File: src/rtl/logic_unit_arbiter_if.sv
// Request, response and logic-unit bundle for logic_unit_arbiter.
// master = requesters/consumer/logic-unit side, slave = arbiter.
interface logic_unit_arbiter_if #(
    parameter int unsigned DATA_SIZE    = 8,
    parameter int unsigned OP_CODE_SIZE = 2,
    parameter int unsigned NUM_REQ      = 4
);
    localparam int unsigned ID_W = $clog2(NUM_REQ);

    logic [NUM_REQ-1:0]              req_valid;
    logic [NUM_REQ-1:0]              req_ready;
    logic [NUM_REQ*DATA_SIZE-1:0]    req_a;
    logic [NUM_REQ*DATA_SIZE-1:0]    req_b;
    logic [NUM_REQ*OP_CODE_SIZE-1:0] req_op;

    logic [DATA_SIZE-1:0]            lu_a;
    logic [DATA_SIZE-1:0]            lu_b;
    logic [OP_CODE_SIZE-1:0]         lu_op;
    logic [DATA_SIZE-1:0]            lu_result;

    logic                            rsp_valid;
    logic                            rsp_ready;
    logic [ID_W-1:0]                 rsp_id;
    logic [DATA_SIZE-1:0]            rsp_result;

    modport master (
        output req_valid, req_a, req_b, req_op, rsp_ready, lu_result,
        input  req_ready, lu_a, lu_b, lu_op, rsp_valid, rsp_id, rsp_result
    );

    modport slave (
        input  req_valid, req_a, req_b, req_op, rsp_ready, lu_result,
        output req_ready, lu_a, lu_b, lu_op, rsp_valid, rsp_id, rsp_result
    );
endinterface

File: src/rtl/logic_unit_arbiter.sv
// Round-robin arbiter sharing one fixed-latency logic unit among NUM_REQ requesters;
// tags each issued op with its requester ID and returns results in order through a response FIFO.
module logic_unit_arbiter #(
    parameter int unsigned DATA_SIZE    = 8,
    parameter int unsigned OP_CODE_SIZE = 2,
    parameter int unsigned NUM_REQ      = 4,
    parameter int unsigned LU_LATENCY   = 2,
    parameter int unsigned FIFO_DEPTH   = 4
) (
    input  logic                clk,
    input  logic                reset_al_in,
    logic_unit_arbiter_if.slave bus
);
    localparam int unsigned ID_W  = $clog2(NUM_REQ);
    localparam int unsigned IDX_W = (FIFO_DEPTH > 1) ? $clog2(FIFO_DEPTH) : 1;
    localparam int unsigned CNT_W = $clog2(FIFO_DEPTH + 1);
    localparam int unsigned INF_W = $clog2(LU_LATENCY + 1);

    typedef struct packed {
        logic [ID_W-1:0]      id;
        logic [DATA_SIZE-1:0] result;
    } rsp_t;

    logic [ID_W-1:0]                 ptr_q, ptr_d;
    logic [LU_LATENCY-1:0]           tag_vld_q, tag_vld_d;
    logic [LU_LATENCY-1:0][ID_W-1:0] tag_id_q, tag_id_d;
    rsp_t                            fifo_mem_q [FIFO_DEPTH];
    logic [IDX_W-1:0]                wr_ptr_q, wr_ptr_d;
    logic [IDX_W-1:0]                rd_ptr_q, rd_ptr_d;
    logic [CNT_W-1:0]                count_q, count_d;

    logic [INF_W-1:0]   inflight_c;
    logic               credit_c;
    logic [NUM_REQ-1:0] rot_valid_c;
    logic               grant_vld_c;
    logic [ID_W-1:0]    grant_id_c;
    logic               push_c;
    logic               pop_c;
    logic               rsp_valid_c;

    function automatic logic [IDX_W-1:0] idx_inc(input logic [IDX_W-1:0] p);
        return (32'(p) == FIFO_DEPTH - 1) ? '0 : p + IDX_W'(1);
    endfunction

    // Credit counts FIFO occupancy plus ops still travelling through the logic unit.
    always_comb begin
        inflight_c = '0;
        for (int unsigned s = 0; s < LU_LATENCY; s++) begin
            inflight_c = inflight_c + INF_W'(tag_vld_q[s]);
        end
    end

    assign credit_c = reset_al_in && ((32'(count_q) + 32'(inflight_c)) < FIFO_DEPTH);

    // Search rotated so that bit 0 corresponds to the current priority pointer.
    always_comb begin
        rot_valid_c = NUM_REQ'({bus.req_valid, bus.req_valid} >> ptr_q);
        grant_vld_c = 1'b0;
        grant_id_c  = '0;
        for (int unsigned k = 0; k < NUM_REQ; k++) begin
            if (!grant_vld_c && rot_valid_c[k]) begin
                grant_vld_c = 1'b1;
                grant_id_c  = ID_W'((k + 32'(ptr_q)) % NUM_REQ);
            end
        end
        grant_vld_c = grant_vld_c & credit_c;
    end

    always_comb begin
        bus.req_ready = '0;
        bus.lu_a      = '0;
        bus.lu_b      = '0;
        bus.lu_op     = '0;
        for (int unsigned k = 0; k < NUM_REQ; k++) begin
            if (grant_vld_c && (grant_id_c == ID_W'(k))) begin
                bus.req_ready[k] = 1'b1;
                bus.lu_a         = bus.req_a[k*DATA_SIZE +: DATA_SIZE];
                bus.lu_b         = bus.req_b[k*DATA_SIZE +: DATA_SIZE];
                bus.lu_op        = bus.req_op[k*OP_CODE_SIZE +: OP_CODE_SIZE];
            end
        end
    end

    // Pointer, tag pipeline and FIFO bookkeeping next-state.
    always_comb begin
        ptr_d = ptr_q;
        if (grant_vld_c) begin
            ptr_d = (32'(grant_id_c) == NUM_REQ - 1) ? '0 : grant_id_c + ID_W'(1);
        end

        tag_vld_d    = tag_vld_q;
        tag_id_d     = tag_id_q;
        tag_vld_d[0] = grant_vld_c;
        tag_id_d[0]  = grant_id_c;
        for (int unsigned s = 1; s < LU_LATENCY; s++) begin
            tag_vld_d[s] = tag_vld_q[s-1];
            tag_id_d[s]  = tag_id_q[s-1];
        end

        wr_ptr_d = push_c ? idx_inc(wr_ptr_q) : wr_ptr_q;
        rd_ptr_d = pop_c  ? idx_inc(rd_ptr_q) : rd_ptr_q;
        count_d  = count_q + CNT_W'(push_c) - CNT_W'(pop_c);
    end

    assign push_c      = tag_vld_q[LU_LATENCY-1];
    assign rsp_valid_c = (count_q != '0);
    assign pop_c       = rsp_valid_c && bus.rsp_ready;

    always_ff @(posedge clk or negedge reset_al_in) begin
        if (!reset_al_in) begin
            ptr_q     <= '0;
            tag_vld_q <= '0;
            tag_id_q  <= '0;
            wr_ptr_q  <= '0;
            rd_ptr_q  <= '0;
            count_q   <= '0;
        end else begin
            ptr_q     <= ptr_d;
            tag_vld_q <= tag_vld_d;
            tag_id_q  <= tag_id_d;
            wr_ptr_q  <= wr_ptr_d;
            rd_ptr_q  <= rd_ptr_d;
            count_q   <= count_d;
        end
    end

    // Storage needs no reset: occupancy is tracked by count_q alone.
    always_ff @(posedge clk) begin
        if (push_c) begin
            fifo_mem_q[wr_ptr_q] <= '{id: tag_id_q[LU_LATENCY-1], result: bus.lu_result};
        end
    end

    always_comb begin
        bus.rsp_valid  = rsp_valid_c;
        bus.rsp_id     = '0;
        bus.rsp_result = '0;
        if (rsp_valid_c) begin
            bus.rsp_id     = fifo_mem_q[rd_ptr_q].id;
            bus.rsp_result = fifo_mem_q[rd_ptr_q].result;
        end
    end
endmodule

File: src/flat_wrapper.sv
// flat-port wrapper written by rule: the top's interface ports become plain ports
module logic_unit_arbiter_flat 
#(
    parameter int unsigned DATA_SIZE    = 8,
    parameter int unsigned OP_CODE_SIZE = 2,
    parameter int unsigned NUM_REQ      = 4,
    parameter int unsigned LU_LATENCY   = 2,
    parameter int unsigned FIFO_DEPTH   = 4
)
  (clk, reset_al_in, bus_req_valid, bus_req_a, bus_req_b, bus_req_op, bus_rsp_ready, bus_lu_result, bus_req_ready, bus_lu_a, bus_lu_b, bus_lu_op, bus_rsp_valid, bus_rsp_id, bus_rsp_result);
  logic_unit_arbiter_if #(.DATA_SIZE(DATA_SIZE), .OP_CODE_SIZE(OP_CODE_SIZE), .NUM_REQ(NUM_REQ)) bus_i ();
  input  logic clk;
  input  logic reset_al_in;
  input wire logic [$bits(bus_i.req_valid)-1:0] bus_req_valid;
  input wire logic [$bits(bus_i.req_a)-1:0] bus_req_a;
  input wire logic [$bits(bus_i.req_b)-1:0] bus_req_b;
  input wire logic [$bits(bus_i.req_op)-1:0] bus_req_op;
  input wire logic [$bits(bus_i.rsp_ready)-1:0] bus_rsp_ready;
  input wire logic [$bits(bus_i.lu_result)-1:0] bus_lu_result;
  output wire logic [$bits(bus_i.req_ready)-1:0] bus_req_ready;
  output wire logic [$bits(bus_i.lu_a)-1:0] bus_lu_a;
  output wire logic [$bits(bus_i.lu_b)-1:0] bus_lu_b;
  output wire logic [$bits(bus_i.lu_op)-1:0] bus_lu_op;
  output wire logic [$bits(bus_i.rsp_valid)-1:0] bus_rsp_valid;
  output wire logic [$bits(bus_i.rsp_id)-1:0] bus_rsp_id;
  output wire logic [$bits(bus_i.rsp_result)-1:0] bus_rsp_result;
  assign bus_i.req_valid = bus_req_valid;
  assign bus_i.req_a = bus_req_a;
  assign bus_i.req_b = bus_req_b;
  assign bus_i.req_op = bus_req_op;
  assign bus_i.rsp_ready = bus_rsp_ready;
  assign bus_i.lu_result = bus_lu_result;
  assign bus_req_ready = bus_i.req_ready;
  assign bus_lu_a = bus_i.lu_a;
  assign bus_lu_b = bus_i.lu_b;
  assign bus_lu_op = bus_i.lu_op;
  assign bus_rsp_valid = bus_i.rsp_valid;
  assign bus_rsp_id = bus_i.rsp_id;
  assign bus_rsp_result = bus_i.rsp_result;
  logic_unit_arbiter #(.DATA_SIZE(DATA_SIZE), .OP_CODE_SIZE(OP_CODE_SIZE), .NUM_REQ(NUM_REQ), .LU_LATENCY(LU_LATENCY), .FIFO_DEPTH(FIFO_DEPTH)) u_core (.clk(clk), .reset_al_in(reset_al_in), .bus(bus_i));
endmodule
File: config.mk
export PLATFORM = sky130hd
export DESIGN_NAME = logic_unit_arbiter_flat
export DESIGN_NICKNAME = d
export VERILOG_FILES = /design/src/rtl/logic_unit_arbiter_if.sv /design/src/rtl/logic_unit_arbiter.sv /design/src/flat_wrapper.sv
export SDC_FILE = /design/constraint.sdc
export NUM_CORES = 1
export LEC_CHECK = 0
export ABC_AREA = 1
export BUFFER_PORTS_ARGS = -buffer_cell sky130_fd_sc_hd__buf_2
export CORE_MARGIN = 3
export CORE_UTILIZATION = 45
export DETAILED_ROUTE_END_ITERATION = 16
export PLACE_DENSITY = 0.74
export RECOVER_POWER = 25
export SLEW_MARGIN = 25
export SYNTH_ARGS = -nofsm -noshare
export SYNTH_HDL_FRONTEND = slang
export SYNTH_SLANG_ARGS = --single-unit
export TNS_END_PERCENT = 1
File: constraint.sdc
create_clock -name clk -period 2.7 [get_ports clk]
set_input_delay 0.135 -clock clk [delete_from_list [all_inputs] [get_ports clk]]
set_output_delay 0.135 -clock clk [all_outputs]
set_load 0.005 [all_outputs]
-- Word-level counts from Yosys, hierarchy flattened
Memory sizes are Yosys's and may differ from the RTL's.
Cells that the tools add are included.
- register bits after elaboration: 15
- latch bits: 0
- bits in writable memories: 40
- bits in read-only memories: 0
- bits of input ports: 87
- output and inout bits: 33
- memories kept: 1
- memory list (name ; depth ; width ; read ports ; clocked after memory_dff ; write ports ; line ; text):
    u_core.fifo_mem_q ; 4 ; 10 ; 1 ; 0 ; 1 ; logic_unit_arbiter.sv:27 ; rsp_t fifo_mem_q [FIFO_DEPTH];
- add/sub/neg operators: 10
- $mul: 0
- divide/modulo/power cells: 0
- $lt $le $gt $ge: 1
- equal/unequal tests: 5
- shifts and indexed selects: 1
- mux-type cells: 31
- bitwise logic cells: 1
- reductions and logical operators: 14
- operators with widths (cell ; number):
    8-bit 2-to-1 mux ; 9
    32-bit by 3-bit less-than comparator with 1-bit output (second input constant) ; 1
    2-bit 2-to-1 mux ; 12
    1-bit 2-to-1 mux ; 10
    1-bit logical AND ; 9
    2-bit equality test (second input constant) ; 4
    8-bit by 2-bit right shift with 4-bit output ; 1
    2-bit by 1-bit adder with 2-bit output (second input constant) ; 3
    2-bit adder (first input constant) ; 2
    3-bit by 2-bit adder with 4-bit output ; 1
    3-bit by 1-bit adder with 3-bit output ; 1
    1-bit zero test ; 3
    3-bit nonzero test ; 1
    3-bit by 1-bit subtractor with 3-bit output ; 1
    1-bit by 1-bit adder with 2-bit output ; 1
    1-bit by 2-bit adder with 2-bit output (first input constant) ; 1
    2-bit by 1-bit equality test with 1-bit output (second input constant) ; 1
    2-bit zero test ; 1
    1-bit bitwise AND ; 1

-- Depth between registers and ports, before layout
Gate-level depths: netlist of the first run.
- word-level depth: 17
- depth in mapped cells: 21
- mapped depth without buffers: 18

-- Worst setup path before layout of the first run
Ideal clock, no wire load.
- path type: register to output
- start: register u_core.ptr_q[0]
- end: output bus_lu_a[6]
- data arrival time: 2.371 ns
- setup slack: 0.194 ns
- stages on the path, launching flop included: 18
- buffers on the path: 3
- cells stage by stage: dfrtp_1 > buf_6 > inv_6 > nand2_1 > nand3_1 > nand2_1 > inv_2 > nand2_1 > inv_1 > nand4_1 > o21ai_0 > ha_1 > clkbuf_1 > nand3_2 > buf_4 > nand3_1 > nand2_1 > nand2_1
- word-level cells in the longest chain between the ends: 17
- elaborated cells between the ends (all ways): 31
- RTL lines (what ; line ; text):
    from (decl) ; logic_unit_arbiter.sv:24 ; logic [ID_W-1:0] ptr_q, ptr_d;
    from (signal assigned) ; logic_unit_arbiter.sv:118 ; ptr_q <= ptr_d;
    8-bit by 2-bit right shift with 4-bit output ; logic_unit_arbiter.sv:57 ; rot_valid_c = NUM_REQ'({bus.req_valid, bus.req_valid} >> ptr_q);
    1-bit 2-to-1 mux ; logic_unit_arbiter.sv:61 ; if (!grant_vld_c && rot_valid_c[k]) begin
    1-bit zero test ; logic_unit_arbiter.sv:61 ;
    1-bit logical AND ; logic_unit_arbiter.sv:61 ;
    1-bit 2-to-1 mux ; logic_unit_arbiter.sv:61 ;
    1-bit zero test ; logic_unit_arbiter.sv:61 ;
    1-bit logical AND ; logic_unit_arbiter.sv:61 ;
    1-bit 2-to-1 mux ; logic_unit_arbiter.sv:61 ;
    1-bit zero test ; logic_unit_arbiter.sv:61 ;
    1-bit logical AND ; logic_unit_arbiter.sv:61 ;
    2-bit 2-to-1 mux * ; logic_unit_arbiter.sv:61 ;
    via u_core.grant_id_c[1] ; logic_unit_arbiter.sv:36 ; logic [ID_W-1:0] grant_id_c;
    2-bit zero test ; logic_unit_arbiter.sv:75 ; if (grant_vld_c && (grant_id_c == ID_W'(k))) begin
    1-bit logical AND ; logic_unit_arbiter.sv:75 ;
    8-bit 2-to-1 mux (3 in a row) ; logic_unit_arbiter.sv:75 ;
    8-bit 2-to-1 mux * ; logic_unit_arbiter.sv:75 ;
    to (decl) ; flat_wrapper.sv:21 ; output wire logic [$bits(bus_i.lu_a)-1:0] bus_lu_a;
The timed path passes the listed nets; every way through them passes the cells marked *.

-- Worst setup path after layout of the first run
- start: register u_core.ptr_q[0]
- end: output bus_lu_a[4]
The elaborated chain is that of the path after synthesis.

==> reports/results.tsv, run 1 <==
stage	metric	value	unit
clocking	CTS Buf Count	5	
timing	achievable frequency	346.4	MHz
die	Initial Util	0.4735	
pwr	VDD IR max	0.7448	mV
timing	Final period util	1.069	
setup_path	worst path bufs/invs	6	
setup_path	crit path kind	reg -> out	
die	IO Pins	120	
yosys	Mapped Avg Cell Area	7.701	um2
timing	Final Setup Violations	18	
pwr	Lkg Pwr	2.466	nW
global_routing	grt ovf	0	
global_routing	largest net degree at the start of global routing	36	
timing	PnR worst setup slack	-186.9	ps
clocking	root buffer cell	clkbuf_8	
setup_path	Critical Path Start Type	flip-flop	
yosys	sequential element share of the synthesized area	0.4221	
global_routing	most crowded layer after global routing	met2	
timing	Hold WS	104.3	ps
yosys	Primary FF master, synth	edfxtp_1	
final_layout	Fillers	709	
setup_path	Worst path slowest cell	dfrtp_2	
hold_path	Worst Hold Class	in -> reg	
timing	Least-Margin Pin Slew	529.4	ps
global_routing	GRT met2 Usage	0.3455	
pwr	Clk pwr share	0.074	
yosys	library cells used by synthesis	32	
route	vias per inst	5.107	
route	Routed Antenna Nets	0	
pwr	Comb pwr share	0.717	
yosys	FF+latch count, synth	55	
final_layout	Final Non-Filler Cells	711	
clocking	maximum root-to-sink buffer count	2	
yosys	largest area contributor in the netlist	edfxtp_1	
clocking	TritonCTS clock tree	built	
yosys	Area contributors post-synth	edfxtp_1 (32%), dfrtp_1 (10%), nand2_1 (9.7%)	
status	outcome	complete, but fails checks	
pwr	Flop pwr share	0.209	
yosys	Yosys Warn Count	0	
pwr	switch share	0.4739	
global_routing	initial antenna violation count	0	
clocking	H-tree levels	2	
placed_design	HPWL after DPL	6.887	mm
status	violated checks	negative setup slack	
setup_path	CP max stage delay	490	ps
yosys	synth cell count leaders	nand2_1 (97), inv_1 (78), nor2_1 (62)	
route	DR vias	3631	
final_layout	ant diodes	0	
clocking	worst skew pair latency	310	ps
yosys	mapped cell area	3735	um2
final_layout	Syn-to-layout area delta	27.07	%
placed_design	Buffers on Ports	119	
setup_path	Worst setup EP type	output port	
run	max_cap viols	0	
final_layout	layout cell share with drive strength beyond 1	0.3169	
yosys	Net Count, Synth	586	
die	site row count	32	
final_layout	area of the multi-input gates	1727	um2
pwr	internal power	3.334	mW
timing	post-route clock skew	10.23	ps
route	final WL	9.696	mm
timing	endpoints failing hold	0	
global_routing	gr usage total	0.1960	
global_routing	met1 Usage GRT	0.2465	
die	Core ar.	7888	um2
pwr	Pwr Total	6.337	mW
setup_path	Crit path max-delay family	buffers and inverters	
timing	fin. max-slew vios	0	
setup_path	crit-path max FO	10	
placed_design	placed insts	687	
final_layout	Layout Nets	709	
global_routing	met3 GRT Util	0.03877	
pwr	P_sw	3.003	mW
global_routing	vias in the first global route	3441	
route	Pre-antenna DRT Iters	5	
setup_path	worst path cell trace	clkinv_4, nand2_4, buf_4, nand3_1, nand2_2, o21ai_2, xor2_2, inv_1, nand2_2, inv_2, ha_4, bufbuf_16, nand4_1, nand3_1, nand2_1, nand2_1, buf_2	
clocking	clock sinks	55	
timing	RSZ-0062 raised after global routing	yes	
clocking	CTS clock-pin slew for the worst setup and hold paths	100	ps
yosys	Syn Inst Count	485	
route	drt first-iter violations	158	
route	wire length per cell	13.64	um
setup_path	Critical Path AT	2750	ps
yosys	most common cell in the netlist	nand2_1	
yosys	async set or reset register ratio after synthesis	0.2727	
route	DRC	0	
global_routing	first-pass GRT wire length	15.54	mm
yosys	top cell type's share of synthesized area	0.3216	
die	Die Area	9428	um2
final_layout	sequential cell area	1579	um2
pwr	PD cells	1335	nW/um2
timing	Max-slew headroom	0.6467	
yosys	Post-synth EDFFs	40	
setup_path	critical path required time	2570	ps
die	die height	97.10	um
placed_design	RD Place Congestion	0.9100	
die	Die X	97.10	um
timing	fin crit period	2887	ps
-- cells in the final DEF (no fill, tap or decap), types with 2 or more instances in the layout --
cell / instances
o21ai_0: 26
nand3_1: 23
nand2_4: 3
clkbuf_1: 8
nand2_2: 10
nand2_1: 89
buf_6: 2
nand3_4: 2
inv_1: 75
clkinv_1: 2
dfrtp_2: 2
buf_4: 23
clkinv_4: 3
buf_2: 111
a21oi_1: 12
inv_2: 4
edfxtp_1: 40
ha_1: 10
clkbuf_8: 5
nor2_4: 2
xor2_1: 2
ha_2: 2
o21ai_1: 2
dfrtp_1: 13
nor2_1: 56
nand4_1: 54
inv_4: 3
nor2_2: 6
nand3_2: 4
-- flip-flops by register name (all words and copies together), names as in the netlist --
register	cells
u_core.fifo_mem_q	40
u_core.count_q	3
u_core.ptr_q	2
u_core.rd_ptr_q	2
u_core.tag_id_d	2
u_core.tag_id_q	2
u_core.tag_vld_q	2
u_core.wr_ptr_q	2
-- power by group through the flow --
stage | clock [mW] | sequential [mW] | combinational [mW]
6_report | 0.469 | 1.33 | 4.54
5_1_grt | 0.515 | 1.35 | 5.05
4_1_cts | 0.480 | 1.32 | 4.17
3_5_place_dp | 0 | 1.34 | 3.66
3_3_place_gp | 0 | 1.33 | 3.58
2_1_floorplan | 0 | 1.25 | 2.59
-- cell families after synthesis --
| family | count (synthesis) | synth area share |
|---|---|---|
| simple gates | 252 | 0.3186 |
| buf+inv | 118 | 0.1441 |
| flops | 55 | 0.4221 |
| compound gates | 43 | 0.05930 |
| fa+ha+maj | 14 | 0.04891 |
| xor+xnor | 3 | 0.007036 |
-- metal layers --
metal  part of all wire  routed length (um)
met5                  0                   0
met3              0.060                 583
met4              0.013                 125
met2               0.51                4991
met1               0.41                3996
-- cell type report --
class | count | share of cell area
Multi-Input combinational cell | 312 | 0.3638
Inverter | 85 | 0.06987
Timing Repair Buffer | 149 | 0.1861
Tap cell | 102 | 0.02689
Clock buffer | 5 | 0.01450
Sequential cell | 55 | 0.3327
Clock inverter | 3 | 0.006064
-- metrics by stage --
| stage | utilization | worst slack [ps] | area, um2 | TNS [ps] |
|---|---|---|---|---|
| 2_1_floorplan | - | 193.9 | 3735 | 0 |
| 3_3_place_gp | 0.5530 | 61.85 | 4362 | 0 |
| 3_5_place_dp | 0.5530 | -145.4 | 4362 | -1976 |
| 4_1_cts | 0.5887 | -72.67 | 4643 | -951.6 |
| 5_1_grt | 0.6017 | -401.5 | 4746 | -6584 |
| 6_report | 0.6017 | -186.9 | 4746 | -2802 |
-- final timing paths --
path | startpoint | endpoint | slack [ps] | cells after the start
worst max-delay path | u_core.ptr_q[0] | bus_lu_a[4] | -190 | 17
worst min-delay path | bus_lu_result[0] | u_core.fifo_mem_q[0][0] | 100 | 1
worst max register to register | u_core.count_q[0] | u_core.ptr_q[1] | 550 | 9
worst min register to register | u_core.tag_id_d[2] | u_core.tag_id_q[2] | 360 | 0
max in group asynchronous | reset_al_in | u_core.ptr_q[1] | 2160 | 2
min in group asynchronous | reset_al_in | u_core.ptr_q[0] | 250 | 2
-- what timing repair did --
| action | CTS | global route |
|---|---|---|
| pin swaps | 12 | 15 |
| resized for setup | 24 | 22 |
| cloned | 1 | 2 |
| hold buffers | 1 | 0 |
| endpoints found under the hold margin | 15 | 0 |
| endpoints found under the setup margin | 22 | 22 |
| setup buffers | 9 | 3 |
Power figures use the tool's default switching activity.
==> run 2: changes to the inputs <==
--- a/config.mk
+++ b/config.mk
@@ -12,6 +12,7 @@
 export DETAILED_ROUTE_END_ITERATION = 16
 export PLACE_DENSITY = 0.74
 export RECOVER_POWER = 25
+export SKIP_LAST_GASP = 1
 export SLEW_MARGIN = 25
 export SYNTH_ARGS = -nofsm -noshare
 export SYNTH_HDL_FRONTEND = slang
==> reports/results.tsv, run 2 (synthesized netlist as in run 1, its figures left out) <==
stage	metric	value	unit	change
status	outcome	complete, but fails checks		
status	violated checks	negative setup slack		
clocking	maximum root-to-sink buffer count	2		unchanged
die	site row count	32		unchanged
route	Pre-antenna DRT Iters	6		+1
setup_path	Critical Path Start Type	flip-flop		
setup_path	Critical Path AT	2750	ps	about the same
pwr	P_sw	2.992	mW	-0.37%
hold_path	WHS Endpoint	u_core.fifo_mem_q[0][0]		
global_routing	gr usage total	0.1960		unchanged
global_routing	initial antenna violation count	0		unchanged
clocking	clock sinks	55		unchanged
timing	Max-slew headroom	0.6449		-0.001774
setup_path	crit path kind	reg -> out		
setup_path	Crit path max-delay family	buffers and inverters		
setup_path	crit-path max FO	10		unchanged
global_routing	grt ovf	0		unchanged
final_layout	layout cell share with drive strength beyond 1	0.3153		-0.001642
pwr	Comb pwr share	0.715		-0.002
final_layout	most common cell after layout, fill and taps aside	buf_2		
clocking	CTS clock-pin slew for the worst setup and hold paths	110	ps	about the same
hold_path	hold wc startpoint	bus_lu_result[0]		
final_layout	sequential cell area	1579	um2	unchanged
route	drt first-iter violations	180		+14%
route	Routed Antenna Nets	0		unchanged
pwr	Flop pwr share	0.210		about the same
setup_path	CP max stage delay	490	ps	about the same
die	die height	97.10	um	unchanged
timing	Final period util	1.069		about the same
die	Core ar.	7888	um2	unchanged
final_layout	area of the multi-input gates	1724	um2	-0.15%
final_layout	ant diodes	0		unchanged
route	DR vias	3639		+0.22%
final_layout	Syn-to-layout area delta	26.90	%	
setup_path	Worst Reg-to-Reg Cells	9		unchanged
clocking	CTS Buf Count	5		unchanged
pwr	PD cells	1331	nW/um2	-0.36%
setup_path	flop2flop setup slack	540	ps	about the same
clocking	H-tree levels	2		unchanged
final_layout	largest register by flop count	u_core.fifo_mem_q		
final_layout	biggest regs	u_core.fifo_mem_q x40, u_core.count_q x3		
route	wire length per cell	13.59	um	-0.36%
setup_path	worst flop-to-flop path startpoint	u_core.count_q[0]		
pwr	Clk pwr share	0.074		about the same
hold_path	Hold Path Depth	1		unchanged
die	IO Pins	120		unchanged
final_layout	Fillers	709		unchanged
die	Die X	97.10	um	unchanged
timing	fin crit period	2887	ps	-0.1250 ps
clocking	worst skew pair latency	310	ps	about the same
placed_design	HPWL after DPL	6.887	mm	unchanged
route	vias per inst	5.118		+0.22%
placed_design	placed insts	687		unchanged
global_routing	vias in the first global route	3441		unchanged
timing	PnR worst setup slack	-186.8	ps	+0.1250 ps
setup_path	Worst setup EP type	output port		
timing	endpoints failing hold	0		unchanged
final_layout	number of flip-flops in the largest register	40		unchanged
global_routing	first-pass GRT wire length	15.54	mm	unchanged
clocking	root buffer cell	clkbuf_8		
timing	post-route clock skew	12.05	ps	+1.818 ps
pwr	VDD IR max	0.7447	mV	about the same
final_layout	Final Non-Filler Cells	711		unchanged
pwr	switch share	0.4745		+0.0005949
timing	Hold WS	103.5	ps	-0.8670 ps
pwr	Lkg Pwr	2.465	nW	about the same
setup_path	Worst path slowest cell	dfrtp_2		
final_layout	most frequent cells in the layout	buf_2 (111), nand2_1 (89), inv_1 (75)		
placed_design	Buffers on Ports	119		unchanged
placed_design	pre-CTS setup slack	-145.4	ps	unchanged
timing	RSZ-0062 raised after global routing	yes		
run	max_cap viols	0		unchanged
setup_path	critical path required time	2570	ps	about the same
setup_path	reg-to-reg endpoint	u_core.ptr_q[1]		
route	DRC	0		unchanged
hold_path	Worst Hold Class	in -> reg		
setup_path	crit path from	u_core.ptr_q[0]		
die	Die Area	9428	um2	unchanged
placed_design	RD Place Congestion	0.9100		unchanged
final_layout	Layout Nets	709		unchanged
setup_path	worst path bufs/invs	6		unchanged
timing	achievable frequency	346.4	MHz	about the same
timing	Least-Margin Pin Slew	532.0	ps	+2.658 ps
timing	fin. max-slew vios	0		unchanged
pwr	internal power	3.314	mW	-0.60%
global_routing	largest net degree at the start of global routing	36		unchanged
route	final WL	9.661	mm	-0.36%
die	Initial Util	0.4735		unchanged
setup_path	worst path cell trace	clkinv_4, nand2_4, buf_4, nand3_1, nand2_2, o21ai_2, xor2_2, inv_1, nand2_2, inv_2, ha_4, bufbuf_16, nand4_1, nand3_1, nand2_1, nand2_1, buf_2		
clocking	TritonCTS clock tree	built		
timing	Final Setup Violations	18		unchanged
## run 2: changes by cell type in the layout (fill, tap and decap cells not counted)
cell    change
buf_4       +1
buf_6       -1
nor2_1      +1
nor2_2      -1
## run 2: stage by stage
stage               setup TNS, ps  utilization  power, mW  cell area [um2]
finish                      -2852       0.6009      6.306             4740
detailed placement          -1976       0.5530      5.006             4362
global route                -6610       0.6009      6.885             4740
floorplan                       0            -      3.841             3735
CTS                        -951.6       0.5887      5.971             4643
global placement                0       0.5530      4.907             4362
## run 2: final cells by class
| cell class | instances | area share |
|---|---|---|
| repair buffers | 149 | 0.1856 |
| multi-input cells | 312 | 0.3638 |
| flip-flops and latches | 55 | 0.3332 |
| clock inverters | 3 | 0.006072 |
| clock buffers | 5 | 0.01452 |
| well taps | 102 | 0.02693 |
| inverters | 85 | 0.06996 |
## run 2: timing repair
action / in CTS / in global routing
hold endpoints to repair: 15 / 0
setup endpoints to repair: 22 / 22
resized for setup: 24 / 20
hold buffers: 1 / 0
setup buffers: 9 / 3
pin swaps: 12 / 14
cloned: 1 / 2
## run 2: worst max path at each step
stage	to	slack [ps]	cells past startpoint
finish	bus_lu_b[5]	-190	17
detailed placement	bus_lu_a[2]	-150	16
CTS	bus_lu_b[5]	-70	16
global placement	bus_lu_a[2]	60	18
global route	bus_lu_op[0]	-400	20
floorplan	bus_lu_a[6]	190	17
## run 2: per-layer routing
metal | up-vias | part of all wire | track usage
met5 | - | 0 | 0
met4 | 0 | 0.014 | 0.04860
met3 | 13 | 0.060 | 0.03877
met2 | 145 | 0.51 | 0.3455
met1 | 1656 | 0.41 | 0.2465
li1 | 1825 | - | -
## run 2: power by group through the flow
stage | Clock (mW) | Combinational, mW | Sequential (mW)
2_1_floorplan | 0 | 2.59 | 1.25
3_3_place_gp | 0 | 3.58 | 1.33
3_5_place_dp | 0 | 3.66 | 1.34
4_1_cts | 0.480 | 4.17 | 1.32
5_1_grt | 0.515 | 5.02 | 1.35
6_report | 0.469 | 4.51 | 1.33
## run 2: worst reg2reg max path, cell delays in order (launching register included)
cell and delay, ps:
dfrtp_1 420, ha_1 310, a21oi_2 150, o21ai_1 110, nor2_4 230, buf_4 370
nand2_1 160, inv_1 160, nand2_1 80, o21ai_0 90
